File: src/rtl/matmul_loop_sequencer.sv
// matmul_loop_sequencer: walks the i/j/k triple loop of C = A x B for NxN
// matrices, producing registered A/B/C addresses plus the accumulate-clear,
// accumulate-enable and result-write strobes for the MAC datapath.
// Optional feature: define MATSEQ_STALL_EN to add a 'stall' input that
// freezes the sequencer (outside IDLE) while high.
module matmul_loop_sequencer #(
  parameter int N      = 4,
  parameter int AW     = 8,
  parameter int RD_LAT = 1
) (
  input  logic          clk,
  input  logic          rst_n,
  input  logic          start,
`ifdef MATSEQ_STALL_EN
  input  logic          stall,
`endif
  output logic          busy,
  output logic          done,
  output logic [AW-1:0] addr_a,
  output logic [AW-1:0] addr_b,
  output logic          rd_en,
  output logic          mac_clr,
  output logic          mac_en,
  output logic [AW-1:0] addr_c,
  output logic          c_we
);

  localparam int              CW         = $clog2(N);
  localparam logic [CW-1:0]   LAST       = CW'(N - 1);
  localparam logic [AW-1:0]   STEP       = AW'(N);
  localparam logic [1:0]      DRAIN_LAST = 2'((RD_LAT > 0) ? (RD_LAT - 1) : 0);

  typedef enum logic [2:0] {
    IDLE,
    CLEAR,
    MAC,
    DRAIN,
    WRITE,
    DONE
  } state_t;

  state_t          state_q, state_d;
  logic [CW-1:0]   i_q, i_d;
  logic [CW-1:0]   j_q, j_d;
  logic [CW-1:0]   k_q, k_d;
  logic [AW-1:0]   row_base_q, row_base_d;
  logic [AW-1:0]   col_off_q, col_off_d;
  logic [1:0]      drain_q, drain_d;
  logic [AW-1:0]   addr_a_q, addr_a_d;
  logic [AW-1:0]   addr_b_q, addr_b_d;
  logic [AW-1:0]   addr_c_q, addr_c_d;
  logic            stall_in;
  logic            hold;

`ifdef MATSEQ_STALL_EN
  assign stall_in = stall;
`else
  assign stall_in = 1'b0;
`endif

  // A stall only freezes an active run; IDLE always reacts to start.
  assign hold = stall_in & (state_q != IDLE);

  assign busy    = (state_q == CLEAR) | (state_q == MAC) |
                   (state_q == DRAIN) | (state_q == WRITE);
  assign done    = (state_q == DONE);
  assign rd_en   = (state_q == MAC)   & ~hold;
  assign mac_clr = (state_q == CLEAR) & ~hold;
  assign c_we    = (state_q == WRITE) & ~hold;
  assign addr_a  = addr_a_q;
  assign addr_b  = addr_b_q;
  assign addr_c  = addr_c_q;

  // Next-state and counter logic; addresses are computed one cycle ahead so
  // the registered outputs line up with the MAC and WRITE cycles they serve.
  always_comb begin
    state_d    = state_q;
    i_d        = i_q;
    j_d        = j_q;
    k_d        = k_q;
    row_base_d = row_base_q;
    col_off_d  = col_off_q;
    drain_d    = drain_q;
    addr_a_d   = addr_a_q;
    addr_b_d   = addr_b_q;
    addr_c_d   = addr_c_q;
    if (!hold) begin
      unique case (state_q)
        IDLE: begin
          if (start) state_d = CLEAR;
        end
        CLEAR: begin
          k_d       = '0;
          col_off_d = '0;
          addr_a_d  = row_base_q;
          addr_b_d  = AW'(j_q);
          state_d   = MAC;
        end
        MAC: begin
          if (k_q == LAST) begin
            drain_d = '0;
            if (RD_LAT > 0) begin
              state_d = DRAIN;
            end else begin
              state_d  = WRITE;
              addr_c_d = row_base_q + AW'(j_q);
            end
          end else begin
            k_d       = k_q + CW'(1);
            col_off_d = col_off_q + STEP;
            addr_a_d  = row_base_q + AW'(k_q) + AW'(1);
            addr_b_d  = col_off_q + STEP + AW'(j_q);
          end
        end
        DRAIN: begin
          if (drain_q == DRAIN_LAST) begin
            state_d  = WRITE;
            addr_c_d = row_base_q + AW'(j_q);
          end else begin
            drain_d = drain_q + 2'd1;
          end
        end
        WRITE: begin
          state_d = CLEAR;
          if (j_q == LAST) begin
            j_d = '0;
            if (i_q == LAST) begin
              i_d        = '0;
              row_base_d = '0;
              state_d    = DONE;
            end else begin
              i_d        = i_q + CW'(1);
              row_base_d = row_base_q + STEP;
            end
          end else begin
            j_d = j_q + CW'(1);
          end
        end
        DONE: begin
          state_d = IDLE;
        end
        default: begin
          state_d = IDLE;
        end
      endcase
    end
  end

  // State, counter and address registers with asynchronous clear.
  always_ff @(posedge clk or negedge rst_n) begin
    if (!rst_n) begin
      state_q    <= IDLE;
      i_q        <= '0;
      j_q        <= '0;
      k_q        <= '0;
      row_base_q <= '0;
      col_off_q  <= '0;
      drain_q    <= '0;
      addr_a_q   <= '0;
      addr_b_q   <= '0;
      addr_c_q   <= '0;
    end else begin
      state_q    <= state_d;
      i_q        <= i_d;
      j_q        <= j_d;
      k_q        <= k_d;
      row_base_q <= row_base_d;
      col_off_q  <= col_off_d;
      drain_q    <= drain_d;
      addr_a_q   <= addr_a_d;
      addr_b_q   <= addr_b_d;
      addr_c_q   <= addr_c_d;
    end
  end

  generate
    if (RD_LAT == 0) begin : g_no_lat
      assign mac_en = rd_en;
    end else begin : g_lat
      logic [RD_LAT-1:0] pipe_q, pipe_d;

      // Delay line aligning mac_en with the memory read data; flushed in CLEAR.
      always_comb begin
        pipe_d = pipe_q;
        if (!hold) begin
          if (state_q == CLEAR) begin
            pipe_d = '0;
          end else begin
            pipe_d[0] = rd_en;
            for (int b = 1; b < RD_LAT; b++) begin
              pipe_d[b] = pipe_q[b-1];
            end
          end
        end
      end

      // Delay-line register.
      always_ff @(posedge clk or negedge rst_n) begin
        if (!rst_n) pipe_q <= '0;
        else        pipe_q <= pipe_d;
      end

      assign mac_en = pipe_q[RD_LAT-1] & ~hold;
    end
  endgenerate

endmodule

File: config.mk
export PLATFORM = sky130hd
export DESIGN_NAME = matmul_loop_sequencer
export DESIGN_NICKNAME = d
export VERILOG_FILES = /design/src/rtl/matmul_loop_sequencer.sv
export SDC_FILE = /design/constraint.sdc
export NUM_CORES = 1
export LEC_CHECK = 0
export CAP_MARGIN = 40
export CORE_UTILIZATION = 54
export CTS_CLUSTER_SIZE = 30
export DETAILED_ROUTE_END_ITERATION = 10
export PLACE_DENSITY = 0.88
export SLEW_MARGIN = 10
export SYNTH_ARGS = -nofsm -noshare
export SYNTH_HDL_FRONTEND = slang
export SYNTH_SLANG_ARGS = --single-unit
File: constraint.sdc
create_clock -name clk -period 2.6 [get_ports clk]
set_clock_uncertainty 0.15 [all_clocks]
set_input_delay 0.39 -clock clk [delete_from_list [all_inputs] [get_ports clk]]
set_output_delay 0.39 -clock clk [all_outputs]
set_load 0.02 [all_outputs]
==> flow_summary.json, run 1 <==
{
  "grt_usage_pct": 19.8,
  "worst_hold_path_type": "input pin to async pin",
  "synth_ff_type": "dfrtp_1",
  "vias_per_cell": 5.47,
  "synth_async_sr_flop_share_pct": 100,
  "dieArea_sq_um": 4620,
  "floorplan.initialDensity_pct": 57.5,
  "net_count_synth": 225,
  "synth.yosys.seq_area_share_pct": 51.1,
  "cts-root-to-sink-buffers": 2,
  "clkTransAtPathRegs_ns": 0.09,
  "finalMaxSlewViolations": 0,
  "dr_total_vias": 1625,
  "max_cap_check_violation_count": 0,
  "drc": 0,
  "die_width_um": 68.0,
  "mappedNetlistArea_sq_um": 2350,
  "number_of_synthesized_register_bits": 48,
  "max-slew-margin-rel_pct": 57.3,
  "globalplace.congestion": 0.775,
  "final_hold_viol_count": 0,
  "highest-signal-layer": "met4",
  "timing.final.crit_period_ns": 2.52,
  "post_route_cells_drive_above_1_share_pct": 17.8,
  "power.density_cell_area_nw_per_um2": 438,
  "vdd_ir_drop_max_mv": 0.346,
  "post-dp-hpwl_mm": 2.82,
  "synth_adder_area_share_pct": 4.79,
  "regArea_sq_um": 1200,
  "io_pins": 33,
  "first_global_vias": 1439,
  "max_clock_freq_mhz": 397,
  "grt_first_pass_wirelength_mm": 6.61,
  "synth_compound_area_share_pct": 11.8,
  "timing.final.setup_violations": 0,
  "setup_total_negative_slack_ns": 0,
  "final_area_sq_um": 2770,
  "cts_post_setup_buffers_inserted": 0,
  "setup.reg_to_reg.worst_slack_ns": 0.54,
  "tritoncts": "built",
  "clock_tree.htree_level_count": 2,
  "antenna_cells": 0,
  "clock_tree.root_cell": "clkbuf_8",
  "postRouteWirelength_mm": 4.08,
  "synthSimpleGateAreaFrac_pct": 17.1,
  "cts.sinks": 48,
  "combinational_family_with_the_most_area_after_synthesis": "simple AND/OR/NAND/NOR gates",
  "grt_antenna_before_repair": 0,
  "flow.area_growth_from_synthesis_pct": 17.9,
  "wl_met2_mm": 1.95,
  "yosys_warnings": 0,
  "io_buffer_count": 32,
  "end_kind": "output pin",
  "critical_path.max_fanout": 10,
  "grt_max_degree": 49,
  "design.core.area_sq_um": 4090,
  "status": "finished, final reports clean",
  "cts-buffers-inserted": 5,
  "met3WireLength_um": 208,
  "drt-wirelength-per-cell_um": 13.7,
  "final_antenna_net_count": 0,
  "nFillCells": 307,
  "worstPathArrival_ns": 1.98,
  "worst_hold_slack_ns": 0.0292,
  "post-route-period-util_pct": 96.8,
  "post_synth_main_area_contributors": "dfrtp_1 51%, ha_1 4.8%, mux2_2 4.8%, nand2_1 4.8%, o21ai_0 4.0%",
  "grt-ovfl-total": 0,
  "placed_area_sq_um": 2680,
  "worst_slew_pin_tran_ns": 0.639,
  "wl_met1_mm": 1.84,
  "rows": 23,
  "die_h_um": 68.0,
  "rsz_0062_raised_after_global_routing": "no",
  "multiInputGateArea_sq_um": 1060,
  "leakage_uw": 0.00114,
  "final_nets": 258,
  "synth_edf_count": 0,
  "drt_pass1_iterations": 4,
  "synthDominantCellAreaShare_pct": 51.1,
  "post_synth_inst_count": 213,
  "clkLatencyLatePin_ns": 0.30,
  "fin_cells": 297,
  "yosys_cell_types": 39,
  "placedCellCount": 289,
  "yosys.area.top_type": "dfrtp_1",
  "timing.critical_path.from_type": "register",
  "yosys.area_share.xor_xnor_pct": 4.10,
  "critPathRequiredTime_ns": 2.06,
  "initialDrtViolationCount": 124,
  "timing.setup.critical_path_class": "register to output pin",
  "synth_mux_area_share_pct": 7.13,
  "synthesis.area_per_instance_sq_um": 11.0
}
==> critical path: stages, from the launching register on <==
cell	delay, ns
dfrtp_2	0.50
inv_2	0.10
or3_4	0.41
clkinv_2	0.07
clkdlybuf4s50_1	0.60
==> logic make-up after synthesis <==
kind of cell             count (synthesis)
buffers and inverters                   14
XOR/XNOR                                11
flip-flops                              48
adder cells (fa/ha/maj)                  9
multiplexers                            14
AND/OR/NAND/NOR                         72
AO/OA/AOI/OAI                           45
==> placed cells by master, fill, tap and decap left out, types with 2 or more instances in the layout <==
cell | netlist | layout
inv_1 | 4 | 4
dfrtp_2 | 0 | 2
clkbuf_8 | 0 | 6
and3_1 | 4 | 4
buf_4 | 2 | 2
nor2_1 | 9 | 9
nand3_1 | 11 | 11
xor2_1 | 8 | 8
and2_1 | 3 | 3
o21ai_0 | 19 | 19
o21ai_2 | 8 | 8
o21ai_1 | 9 | 9
xnor2_1 | 3 | 3
dfrtp_1 | 48 | 46
a21oi_1 | 2 | 2
clkdlybuf4s50_1 | 0 | 31
nand2_1 | 30 | 30
mux2_2 | 10 | 10
ha_1 | 9 | 9
mux2_4 | 3 | 3
o31ai_1 | 5 | 5
nand2b_1 | 2 | 2
nor3b_1 | 2 | 2
==> per-layer routing <==
layer / vias to the layer above / GRT usage, %
met4: 0 / 8.59
met3: 11 / 4.33
met2: 44 / 33.0
met1: 767 / 24.5
li1: 803 / -
met5: - / 0
==> synthesized netlist by cell type, types with 3 or more instances <==
library cell and instances:
o31ai_1 5, o21ai_1 9, nor2_1 9, buf_6 4, and3_1 4, inv_1 4
ha_1 9, and2_1 3, dfrtp_1 48, mux2_4 3, o21ai_0 19, o21ai_2 8
mux2_2 10, xnor2_1 3, nand3_1 11, xor2_1 8, nand2_1 30
==> path summary, 6_finish.rpt <==
| kind | endpoint | start | depth (start not counted) |
|---|---|---|---|
| setup / recovery | mac_clr | state_q[0]$_DFFE_PN0P_ | 4 |
| max in group asynchronous | state_q[2]$_DFFE_PN0P_ | rst_n | 2 |
| hold / removal | col_off_q[7]$_DFFE_PN0P_ | rst_n | 2 |
| min in group clk | addr_b[7]$_DFFE_PN0P_ | addr_b[7]$_DFFE_PN0P_ | 2 |
| hold reg to reg | addr_b[7]$_DFFE_PN0P_ | addr_b[7]$_DFFE_PN0P_ | 2 |
| setup reg to reg | addr_b[0]$_DFFE_PN0P_ | k_q[0]$_DFFE_PN0P_ | 4 |
==> what timing repair did <==
| action | 4_1_cts | 5_1_grt |
|---|---|---|
| hold buffers | 0 | 0 |
| setup endpoints to repair | 1 | 1 |
| gates resized for setup | 1 | 1 |
| gates cloned | 0 | 0 |
==> sequential cells by signal (all words and copies together) (netlist names), 3 cells and up <==
register    cells
addr_c          8
addr_a          8
addr_b          8
row_base_q      6
col_off_q       6
state_q         3
==> metrics by stage <==
stage / setup WS (ns) / power, uW / util [%]
after floorplan: 0.740 / 761 / -
after global placement: 0.299 / 779 / 65.5
after detailed placement: 0.263 / 779 / 65.5
after CTS: 0.0397 / 1230 / 67.8
after global routing: 0.0151 / 1260 / 67.8
final: 0.0838 / 1210 / 67.8
==> area by class of cell <==
class	instances	share of cell area, %
Clock buffer	7	3.12
Tap cell	50	2.26
Multi-Input combinational cell	151	38.1
Clock inverter	1	0.271
Sequential cell	48	43.4
Inverter	6	0.858
Timing Repair Buffer	34	11.9
==> power breakdown <==
group / total, uW / switching [uW] / leakage [uW] / internal, uW
clock network: 450 / 234 / 0.0000445 / 216
logic: 17.0 / 14.2 / 0.000507 / 2.80
registers: 746 / 0 / 0.000586 / 746
(Power assumes the default switching activity.)
==> inputs of run 2 (changes only) <==
--- a/config.mk
+++ b/config.mk
@@ -6,6 +6,7 @@
 export NUM_CORES = 1
 export LEC_CHECK = 0
 export CAP_MARGIN = 40
+export CORE_MARGIN = 2
 export CORE_UTILIZATION = 54
 export CTS_CLUSTER_SIZE = 30
 export DETAILED_ROUTE_END_ITERATION = 10
==> flow_summary.json, run 2 (synthesis gave the netlist of run 1 again) <==
{
  "critical_path.max_fanout": 10,
  "rsz_0062_raised_after_global_routing": "no",
  "max-slew-margin-rel_pct": 59.1,
  "drc": 0,
  "grt_first_pass_wirelength_mm": 7.45,
  "rows": 23,
  "clkTransAtPathRegs_ns": 0.08,
  "worstPathArrival_ns": 1.99,
  "initialDrtViolationCount": 118,
  "final_area_sq_um": 2760,
  "post-route-period-util_pct": 97.4,
  "grt_antenna_before_repair": 0,
  "dr_total_vias": 1627,
  "post-dp-hpwl_mm": 2.99,
  "finalWorstSetupSlack_ns": 0.0687,
  "nFillCells": 337,
  "timing.critical_path.from_type": "register",
  "vias_per_cell": 5.50,
  "placed_area_sq_um": 2680,
  "cts-buffers-inserted": 5,
  "fin_cells": 296,
  "max_clock_freq_mhz": 395,
  "drt-wirelength-per-cell_um": 14.3,
  "most_common_library_cell_in_the_layout_ignoring_fill_and_taps": "dfrtp_1",
  "die_h_um": 70.0,
  "flow.area_growth_from_synthesis_pct": 17.3,
  "post_route_cells_drive_above_1_share_pct": 17.9,
  "clock_tree.htree_level_count": 2,
  "grt-ovfl-total": 0,
  "worst_hold_path_type": "input pin to async pin",
  "final_nets": 258,
  "first_global_vias": 1591,
  "worst_hold_slack_ns": 0.00665,
  "setup_total_negative_slack_ns": 0,
  "leakage_uw": 0.00113,
  "cts.sinks": 48,
  "place_ws_ns": 0.276,
  "end_kind": "output pin",
  "clock_tree.root_cell": "clkbuf_8",
  "final_antenna_net_count": 0,
  "critPathRequiredTime_ns": 2.06,
  "tritoncts": "built",
  "design.core.area_sq_um": 4090,
  "reg2reg_depth": 5,
  "dieArea_sq_um": 4900,
  "globalplace.congestion": 0.791,
  "io_buffer_count": 32,
  "drt_pass1_iterations": 4,
  "timing.final.setup_violations": 0,
  "final_hold_viol_count": 0,
  "most_frequent_cells_in_the_layout": "46 x dfrtp_1, 31 x clkdlybuf4s50_1, 30 x nand2_1, 19 x o21ai_0, 11 x nand3_1",
  "max_cap_check_violation_count": 0,
  "grt_usage_pct": 19.2,
  "floorplan.initialDensity_pct": 57.5,
  "antenna_cells": 0,
  "timing.setup.critical_path_class": "register to output pin",
  "multiInputGateArea_sq_um": 1060,
  "vdd_ir_drop_max_mv": 0.309,
  "grt_max_degree": 49,
  "cts_hold_buffers": 0,
  "die_width_um": 70.0,
  "io_pins": 33,
  "placedCellCount": 289,
  "cts_post_setup_buffers_inserted": 0,
  "worst_slew_pin_tran_ns": 0.612,
  "power.density_cell_area_nw_per_um2": 431,
  "postRouteWirelength_mm": 4.24,
  "cts-root-to-sink-buffers": 2,
  "timing.final.crit_period_ns": 2.53,
  "clkLatencyLatePin_ns": 0.30,
  "finalMaxSlewViolations": 0,
  "regArea_sq_um": 1200,
  "status": "finished, final reports clean"
}
run 2: cell count changes in the layout (fill, tap and decap cells not counted), sizes merged:
cell / change
clkinv: +1
clkbuf: -2
run 2: final cells by class:
| class | instances | area share [%] |
|---|---|---|
| sequential | 48 | 43.6 |
| multi-input combinational | 151 | 38.3 |
| timing repair buffer | 34 | 12.0 |
| clock buffer | 5 | 2.49 |
| tap | 50 | 2.27 |
| inverter | 6 | 0.862 |
| clock inverter | 2 | 0.454 |
run 2: metal layers:
metal	global-route usage, %	routed length [um]
met5	0	0
met3	4.62	180
met2	32.1	2080
met1	23.6	1890
met4	8.33	78
run 2: where the power goes:
| group | internal [uW] | total [uW] | leakage (uW) | switching, uW |
|---|---|---|---|---|
| clock | 182 | 427 | 0.0000400 | 245 |
| combinational | 2.81 | 16.9 | 0.000507 | 14.0 |
| sequential | 746 | 746 | 0.000586 | 0 |
| total | 931 | 1190 | 0.00113 | 259 |
run 2: worst max-delay path, cell delays in order (launching register included):
cell and delay (ns):
dfrtp_2 0.51, inv_2 0.10, or3_4 0.41, clkinv_2 0.08, clkdlybuf4s50_1 0.60
run 2: path summary, 6_finish.rpt:
check	from	slack, ns	to
worst max-delay path	state_q[0]$_DFFE_PN0P_	0.07	mac_clr
worst min-delay path	rst_n	0.007	addr_b[5]$_DFFE_PN0P_
worst max register to register	k_q[0]$_DFFE_PN0P_	0.55	col_off_q[7]$_DFFE_PN0P_
worst min register to register	addr_b[2]$_DFFE_PN0P_	0.33	addr_b[2]$_DFFE_PN0P_
max in group asynchronous	rst_n	1.86	state_q[2]$_DFFE_PN0P_
min in group clk	addr_b[2]$_DFFE_PN0P_	0.33	addr_b[2]$_DFFE_PN0P_
run 2: repair_timing:
action | 4_1_cts | 5_1_grt
cloned | 0 | 0
gates resized for setup | 1 | 1
setup endpoints to repair | 1 | 1
run 2: through the flow:
step           total power, uW  util (%)
5_1_grt                   1230      67.5
3_5_place_dp               779      65.5
4_1_cts                   1200      67.5
6_report                  1190      67.5
2_1_floorplan              761         -
3_3_place_gp               779      65.5
==> inputs of run 3 (changes only) <==
--- a/config.mk
+++ b/config.mk
@@ -11,6 +11,7 @@
 export CTS_CLUSTER_SIZE = 30
 export DETAILED_ROUTE_END_ITERATION = 10
 export PLACE_DENSITY = 0.88
+export SETUP_SLACK_MARGIN = 0.2
 export SLEW_MARGIN = 10
 export SYNTH_ARGS = -nofsm -noshare
 export SYNTH_HDL_FRONTEND = slang
==> flow_summary.json, run 3 (synthesis gave the netlist of run 1 again) <==
{
  "status": "finished, final reports clean",
  "placed_area_sq_um": 2680,
  "drt_pass1_iterations": 6,
  "clkTransAtPathRegs_ns": 0.08,
  "io_buffer_count": 32,
  "flow.area_growth_from_synthesis_pct": 18.5,
  "most_frequent_cells_in_the_layout": "45 x dfrtp_1, 30 x nand2_1, 29 x clkdlybuf4s50_1, 19 x o21ai_0, 11 x nand3_1",
  "tritoncts": "built",
  "antenna_cells": 0,
  "timing.final.setup_violations": 0,
  "worst_slew_pin_tran_ns": 0.622,
  "rows": 23,
  "drc": 0,
  "max-slew-margin-rel_pct": 58.5,
  "leakage_uw": 0.00116,
  "pwr-share-comb_pct": 1.4,
  "power.density_cell_area_nw_per_um2": 427,
  "clock_tree.root_cell": "clkbuf_8",
  "io_pins": 33,
  "cts_hold_buffers": 0,
  "end_kind": "output pin",
  "max_cap_check_violation_count": 0,
  "post-dp-hpwl_mm": 2.99,
  "clock_tree.htree_level_count": 2,
  "worst_hold_slack_ns": 0.00643,
  "first_global_vias": 1609,
  "placedCellCount": 289,
  "share_clk_of_total_power_pct": 35.9,
  "vias_per_cell": 5.45,
  "max_clock_freq_mhz": 437,
  "cp_top_family": "buffers and inverters",
  "globalplace.congestion": 0.791,
  "slowest_stage": "clkdlybuf4s50_1",
  "grt_max_degree": 49,
  "crit_path_cell_trace": "nor2_2 -> xnor2_1 -> clkdlybuf4s50_1",
  "dr_total_vias": 1631,
  "grt-ovfl-total": 0,
  "clkLatencyLatePin_ns": 0.30,
  "crit_path_max_incr_delay_ns": 0.63,
  "fin_cells": 299,
  "cts.sinks": 48,
  "cts-buffers-inserted": 5,
  "final_nets": 261,
  "vdd_ir_drop_max_mv": 0.308,
  "most_common_library_cell_in_the_layout_ignoring_fill_and_taps": "dfrtp_1",
  "die_width_um": 70.0,
  "worstPathArrival_ns": 1.75,
  "net_switching_fraction_of_the_power_pct": 21.8,
  "netSwitchingPower_uw": 259,
  "floorplan.initialDensity_pct": 57.5,
  "totalPowerFinal_uw": 1190,
  "timing.critical_path.from_type": "register",
  "initialDrtViolationCount": 123,
  "setup_total_negative_slack_ns": 0,
  "grt_usage_pct": 19.6,
  "cellInternalPower_uw": 931,
  "die_h_um": 70.0,
  "rsz_0062_raised_after_global_routing": "no",
  "final_hold_viol_count": 0,
  "grt_antenna_before_repair": 0,
  "proportion_of_power_drawn_by_flip_flops_and_latches_pct": 62.7,
  "post_route_cells_drive_above_1_share_pct": 19.7,
  "post-route-period-util_pct": 88.1,
  "postRouteWirelength_mm": 4.30,
  "dieArea_sq_um": 4900,
  "design.core.area_sq_um": 4090,
  "cts-root-to-sink-buffers": 2,
  "grt_first_pass_wirelength_mm": 7.59,
  "worst_hold_path_type": "input pin to async pin",
  "timing.setup.critical_path_class": "register to output pin",
  "nFillCells": 333,
  "final_antenna_net_count": 0,
  "timing.final.crit_period_ns": 2.29,
  "critical_path.max_fanout": 11,
  "path_buf_inv": 1,
  "drt-wirelength-per-cell_um": 14.4,
  "final_area_sq_um": 2790,
  "finalMaxSlewViolations": 0,
  "critPathRequiredTime_ns": 2.06
}
run 3: cell types whose count changed in the layout (fill, tap and decap cells not counted), sizes merged:
cell and change:
dlygate4sd2 +1, dlymetal6s2s +1, buf +3, clkdlybuf4s50 -2
run 3: final timing paths:
kind                                             to  slack [ns]                   start  cells past startpoint
min in group clk              addr_b[2]$_DFFE_PN0P_        0.33   addr_b[2]$_DFFE_PN0P_                      2
max                                            busy        0.31  state_q[1]$_DFFE_PN0P_                      3
max in group asynchronous    state_q[2]$_DFFE_PN0P_        1.86                   rst_n                      2
min reg2reg                   addr_b[2]$_DFFE_PN0P_        0.33   addr_b[2]$_DFFE_PN0P_                      2
max reg2reg                col_off_q[7]$_DFFE_PN0P_        0.55      k_q[0]$_DFFE_PN0P_                      5
min                           addr_b[5]$_DFFE_PN0P_       0.006                   rst_n                      2
run 3: power groups by stage:
stage | Sequential (uW) | Combinational, uW | Clock, uW
final | 746 | 16.7 | 427
after global routing | 746 | 20.6 | 469
after CTS | 746 | 18.1 | 435
after detailed placement | 761 | 18.1 | 0
after global placement | 761 | 18.1 | 0
after floorplan | 761 | 0.000651 | 0
run 3: area by class of cell:
type,instances,area (sq um),area share [%]
Sequential cell,48,1200,43.2
Inverter,6,23.8,0.853
Timing Repair Buffer,37,354,12.7
Tap cell,50,62.6,2.25
Clock buffer,5,68.8,2.47
Clock inverter,2,12.5,0.449
Multi-Input combinational cell,151,1060,38.0
run 3: repair_timing:
item | 4_1_cts | 5_1_grt
pin swaps | 0 | 0
gates resized for setup | 4 | 2
endpoints found under the hold margin | 0 | 0
setup endpoints to repair | 4 | 2
buffers inserted | 3 | 0
run 3: metrics by stage:
stage	setup slack, ns	utilization, %
finish	0.310	68.2
global route	0.247	68.2
CTS	0.226	68.1
detailed placement	0.276	65.5
global placement	0.305	65.5
floorplan	0.740	-
run 3: per-layer routing:
| layer | vias up | wire [um] | GRT usage (%) |
|---|---|---|---|
| met3 | 7 | 175 | 4.62 |
| met4 | 0 | 77 | 8.33 |
| li1 | 806 | - | - |
| met1 | 785 | 1920 | 24.4 |
| met5 | - | 0 | 0 |
| met2 | 33 | 2120 | 32.6 |
